$ cat config.mk
export PLATFORM = sky130hd
export DESIGN_NAME = lego_weight_load_seq
export DESIGN_NICKNAME = d
export VERILOG_FILES = /design/src/rtl/lego_weight_load_seq.sv
export SDC_FILE = /design/constraint.sdc
export NUM_CORES = 1
export LEC_CHECK = 0
export BUFFER_PORTS_ARGS = -buffer_cell sky130_fd_sc_hd__buf_2
export CORE_ASPECT_RATIO = 1.4
export CORE_MARGIN = 2
export CORE_UTILIZATION = 26
export CTS_BUF_LIST = sky130_fd_sc_hd__clkbuf_16
export DETAILED_ROUTE_END_ITERATION = 8
export GPL_ROUTABILITY_DRIVEN = 0
export PLACE_DENSITY = 0.59
export REMOVE_ABC_BUFFERS = 1
export SYNTH_ARGS = -nofsm -noshare
export SYNTH_HDL_FRONTEND = slang
export SYNTH_SLANG_ARGS = --single-unit
$ cat constraint.sdc
create_clock -name clk -period 3.36 [get_ports clk]
set_input_delay 0.168 -clock clk [delete_from_list [all_inputs] [get_ports clk]]
set_output_delay 0.168 -clock clk [all_outputs]
set_load 0.01 [all_outputs]
$ cat src/rtl/lego_weight_load_seq.sv
// Weight-load / compute / drain sequencer for one systolic-array tile.
// Optional macro LEGO_SEQ_STALL_CNT_EN adds a saturating compute-stall counter.
module lego_weight_load_seq #(
    parameter int N_ROWS    = 16,
    parameter int ROW_W     = 128,
    parameter int N_COMPUTE = 32,
    parameter int N_DRAIN   = 31
) (
    input  logic                      clk,
    input  logic                      rst,
    input  logic                      start,
    input  logic                      w_valid,
    input  logic [ROW_W-1:0]          w_data,
    output logic                      w_ready,
    output logic                      w_load_en,
    output logic [$clog2(N_ROWS)-1:0] w_row_sel,
    output logic [ROW_W-1:0]          w_row_data,
    input  logic                      act_valid,
    output logic                      compute_en,
    output logic                      busy,
    output logic                      done,
    output logic [15:0]               stall_cycles
);

    localparam int SEL_W = $clog2(N_ROWS);
    localparam int CMP_W = $clog2(N_COMPUTE + 1);
    localparam int DRN_W = $clog2(N_DRAIN + 1);

    localparam logic [SEL_W-1:0] LAST_ROW  = SEL_W'(N_ROWS - 1);
    localparam logic [CMP_W-1:0] LAST_CMP  = CMP_W'(N_COMPUTE - 1);
    localparam logic [DRN_W-1:0] LAST_DRN  = DRN_W'(N_DRAIN - 1);

    typedef enum logic [2:0] {
        S_IDLE,
        S_LOAD,
        S_COMPUTE,
        S_DRAIN,
        S_DONE
    } state_e;

    state_e             state_q, state_d;
    logic [SEL_W-1:0]   row_cnt_q, row_cnt_d;
    logic [CMP_W-1:0]   cmp_cnt_q, cmp_cnt_d;
    logic [DRN_W-1:0]   drn_cnt_q, drn_cnt_d;
    logic               load_en_q;
    logic [SEL_W-1:0]   row_sel_q;
    logic [ROW_W-1:0]   row_data_q;
    logic               accept;
    logic               start_accept;

    assign accept       = w_valid && (state_q == S_LOAD);
    assign start_accept = start && (state_q == S_IDLE);

    always_ff @(posedge clk) begin
        if (rst) begin
            state_q    <= S_IDLE;
            row_cnt_q  <= '0;
            cmp_cnt_q  <= '0;
            drn_cnt_q  <= '0;
            load_en_q  <= 1'b0;
            row_sel_q  <= '0;
            row_data_q <= '0;
        end else begin
            state_q   <= state_d;
            row_cnt_q <= row_cnt_d;
            cmp_cnt_q <= cmp_cnt_d;
            drn_cnt_q <= drn_cnt_d;
            load_en_q <= accept;
            // Row index and data are captured together so the array sees a consistent write.
            if (accept) begin
                row_sel_q  <= row_cnt_q;
                row_data_q <= w_data;
            end
        end
    end

    always_comb begin
        state_d    = state_q;
        row_cnt_d  = row_cnt_q;
        cmp_cnt_d  = cmp_cnt_q;
        drn_cnt_d  = drn_cnt_q;
        w_ready    = 1'b0;
        compute_en = 1'b0;
        done       = 1'b0;
        case (state_q)
            S_IDLE: begin
                if (start) begin
                    state_d   = S_LOAD;
                    row_cnt_d = '0;
                    cmp_cnt_d = '0;
                    drn_cnt_d = '0;
                end
            end
            S_LOAD: begin
                w_ready = 1'b1;
                if (w_valid) begin
                    if (row_cnt_q == LAST_ROW) begin
                        state_d = S_COMPUTE;
                    end else begin
                        row_cnt_d = row_cnt_q + 1'b1;
                    end
                end
            end
            S_COMPUTE: begin
                compute_en = act_valid;
                if (act_valid) begin
                    if (cmp_cnt_q == LAST_CMP) begin
                        state_d = S_DRAIN;
                    end else begin
                        cmp_cnt_d = cmp_cnt_q + 1'b1;
                    end
                end
            end
            S_DRAIN: begin
                if (drn_cnt_q == LAST_DRN) begin
                    state_d = S_DONE;
                end else begin
                    drn_cnt_d = drn_cnt_q + 1'b1;
                end
            end
            S_DONE: begin
                done    = 1'b1;
                state_d = S_IDLE;
            end
            default: state_d = S_IDLE;
        endcase
    end

    assign busy       = (state_q != S_IDLE);
    assign w_load_en  = load_en_q;
    assign w_row_sel  = row_sel_q;
    assign w_row_data = row_data_q;

`ifdef LEGO_SEQ_STALL_CNT_EN
    logic [15:0] stall_q;

    always_ff @(posedge clk) begin
        if (rst) begin
            stall_q <= '0;
        end else if (start_accept) begin
            stall_q <= '0;
        end else if ((state_q == S_COMPUTE) && !act_valid && (stall_q != 16'hFFFF)) begin
            stall_q <= stall_q + 16'd1;
        end
    end

    assign stall_cycles = stall_q;
`else
    logic unused_start_accept;
    assign unused_start_accept = start_accept;
    assign stall_cycles        = 16'd0;
`endif

endmodule

==> results.ini <==
[floorplan]
core_area_mm2 = 0.02128
fp.dieH_um = 178.6
io_pins = 286
fp.dieW_um = 128.7
start_util_pct = 26.61
dieArea_mm2 = 0.02300
num_rows = 63

[clocking]
root_buffer = clkbuf_16
numCtsBuffers = 17
ctsResizeCount = 0
htreeDepth = 4
cts.sinks = 151
cts_tree = yes
hold_buffers = 124
clock_path_buffers = 2
cts_setup_buffers = 0
path_clk_slew_ns = 0.06
clock_latency_ns = 0.41

[pwr]
power_mw = 4.381
ir_drop_v = 0.0003132
sw_frac_of_total_pct = 25.86
netSwitchingPower_mw = 1.133
comb_power_share_pct = 13.4
clockPowerShare_pct = 42.9
p_per_area_mw_per_mm2 = 491.3
pwr-share-seq_pct = 43.7
leakagePower_nw = 3.938
internal-power_mw = 3.248

[worst_setup_path]
end_kind = register
reg2reg_depth = 5
cp_max_fo = 107
required_ns = 3.65
critPathKind = reg2reg
worst_ep_arrival_time_ns = 2.62
start_kind = register

[drt]
drt_pass1_iterations = 5
vias_per_cell = 4.483
wl_um = 17570
drt_iter0_markers = 261
routedWlPerCell_um = 13.04
ant_nets = 0
vias = 6039
drc = 0

[synthesis]
ys_types = 44
synth.area.top_cells = dfxtp_1 (53%), nand2_1 (18%), a21oi_1 (12%), buf_4 (3.0%), clkbuf_1 (1.7%)
synth_mux_area_share_pct = 0.1767
async_flop_share_pct = 0
synth_area_leader_cell = dfxtp_1
synth_compound_area_share_pct = 15.00
syn_inst = 707
synth_edf_count = 0
synth-seq-cells = 151
synthXorXnorAreaFrac_pct = 0.4639
synthAdderAreaFrac_pct = 0.8836
synth_area_mm2 = 0.005664
yosys.area_share.simple_pct = 23.42
ys_warn_count = 0
synth_top_area_share_pct = 53.37
syn_avg_cell_area_um2 = 8.012
synth_flop_cell = dfxtp_1
synth_top_family_by_area = simple AND/OR/NAND/NOR gates
synth_seq_area_share_pct = 53.37

[placement]
dp_cells = 1192
dp_hpwl_um = 11030
dpl_cell_area_mm2 = 0.007104
numPortBuffers = 269

[sta]
drv_slew = 0
setup_violations = 0
hold_violations = 0
slew_headroom_pct = 19.89
clock.fmax_mhz = 428.4
final.period_utilization_pct = 69.48
layout_min_cycle_time_ns = 2.335
grt_setup_unrepaired = no
worstMarginPinSlew_ns = 1.202
clock_skew_ns = 0.008648
hold_slack_ns = 0.02754

[run]
drv_cap = 0

[global_route]
antenna_found_initial = 0
grt-ovfl-total = 0
grt_pass1_wl_um = 26380
grt_max_degree = 108
grt_pass1_vias = 5654
grt_use_total_pct = 14.19

[status]
status = finished clean

[cells_and_area]
nNetsFinal = 1212
diodes = 0
layout-drive-gt1-share_pct = 28.79
postLayoutCellArea_mm2 = 0.008919
stdcell_count = 1347
syn2layout_area_growth_pct = 57.46

[min_path]
min_path_type = in2reg
holdPathStages = 3

per-stage QoR:
stage | setup TNS, ns | setup WS [ns] | util (%)
2_1_floorplan | -0.6647 | -0.1898 | -
6_report | 0 | 1.025 | 41.90
3_5_place_dp | 0 | 1.021 | 33.38
5_1_grt | 0 | 0.8263 | 41.90
3_3_place_gp | 0 | 1.082 | 33.38
4_1_cts | 0 | 1.014 | 41.90
sequential cells by signal, summed over array words and instances (netlist names):
register / count
drn_cnt_q: 5
state_q: 3
w_load_en: 1
w_row_sel: 4
cmp_cnt_q: 6
row_cnt_q: 4
w_row_data: 128
cell usage in the layout, fill, tap and decap left out, types with 3 or more instances in the layout:
| cell type | Yosys | routed |
|---|---|---|
| nand2_1 | 274 | 274 |
| buf_2 | 15 | 268 |
| dfxtp_1 | 151 | 151 |
| a21oi_1 | 140 | 140 |
| dlygate4sd3_1 | 0 | 124 |
| clkbuf_16 | 0 | 17 |
| conb_1 | 1 | 16 |
| nand3_1 | 10 | 10 |
| inv_1 | 5 | 6 |
| nor2_1 | 6 | 6 |
| buf_4 | 23 | 6 |
| inv_6 | 0 | 5 |
| or3_1 | 4 | 4 |
| nor3_1 | 4 | 4 |
| o21ai_0 | 4 | 4 |
| ha_1 | 4 | 4 |
| o31ai_1 | 3 | 3 |
final timing paths:
path	end	start	slack, ns
max reg2reg	w_row_data[39]	state_q[0]	1.03
max	w_row_data[39]	state_q[0]	1.03
min reg2reg	w_row_data[116]	w_row_data[116]	0.45
min	w_row_data[96]	w_data[96]	0.03
cell usage after synthesis, drive strengths merged, types with 2 or more instances:
cell / instances
o32ai: 2
xor2: 2
o21ai: 4
or4: 2
clkbuf: 26
buf: 39
nand3: 10
nor3: 5
inv: 5
dfxtp: 151
a211oi: 2
or2: 2
or3: 4
nand3b: 2
nor3b: 3
nor2: 7
a31oi: 3
nand2: 275
o31ai: 3
a21oi: 140
ha: 4
layer usage:
layer	vias up	part of all wire (%)	track usage, %
li1	3019	-	-
met1	2771	40	14.90
met2	196	52	26.21
met3	53	4.2	3.299
met4	0	3.5	7.020
met5	-	0	0
final cells by class:
class,instances,area [um^2]
Timing Repair Buffer,399,2648
Tap cell,260,325.3
Clock inverter,14,147.6
Sequential cell,151,3023
Inverter,5,18.77
Clock buffer,17,425.4
Fill cell,2144,12360
Multi-Input combinational cell,501,2331
kinds of logic (layout without fill, tap and decap cells):
group                    after synthesis  after routing
multiplexers                           1              1
other                                  1             16
AND/OR/NAND/NOR                      318            318
flip-flops                           151            151
buffers and inverters                 70            435
adder cells (fa/ha/maj)                4              4
AO/OA/AOI/OAI                        159            159
XOR/XNOR                               3              3
critical path: stages (launching register included):
cell and delay, ns:
dfxtp_1 0.54, nor3b_2 0.33, nand2_4 0.65, buf_4 0.48
nand2_1 0.09, a21oi_1 0.06
power groups by stage:
stage	sequential (mW)	clock (mW)	combinational (mW)
2_1_floorplan	2.00	0	0.186
3_3_place_gp	1.95	0	0.469
3_5_place_dp	1.96	0	0.473
4_1_cts	1.92	1.94	0.588
5_1_grt	1.93	2.01	0.645
6_report	1.92	1.88	0.587
No activity file was read; power rests on OpenSTA's default activity.
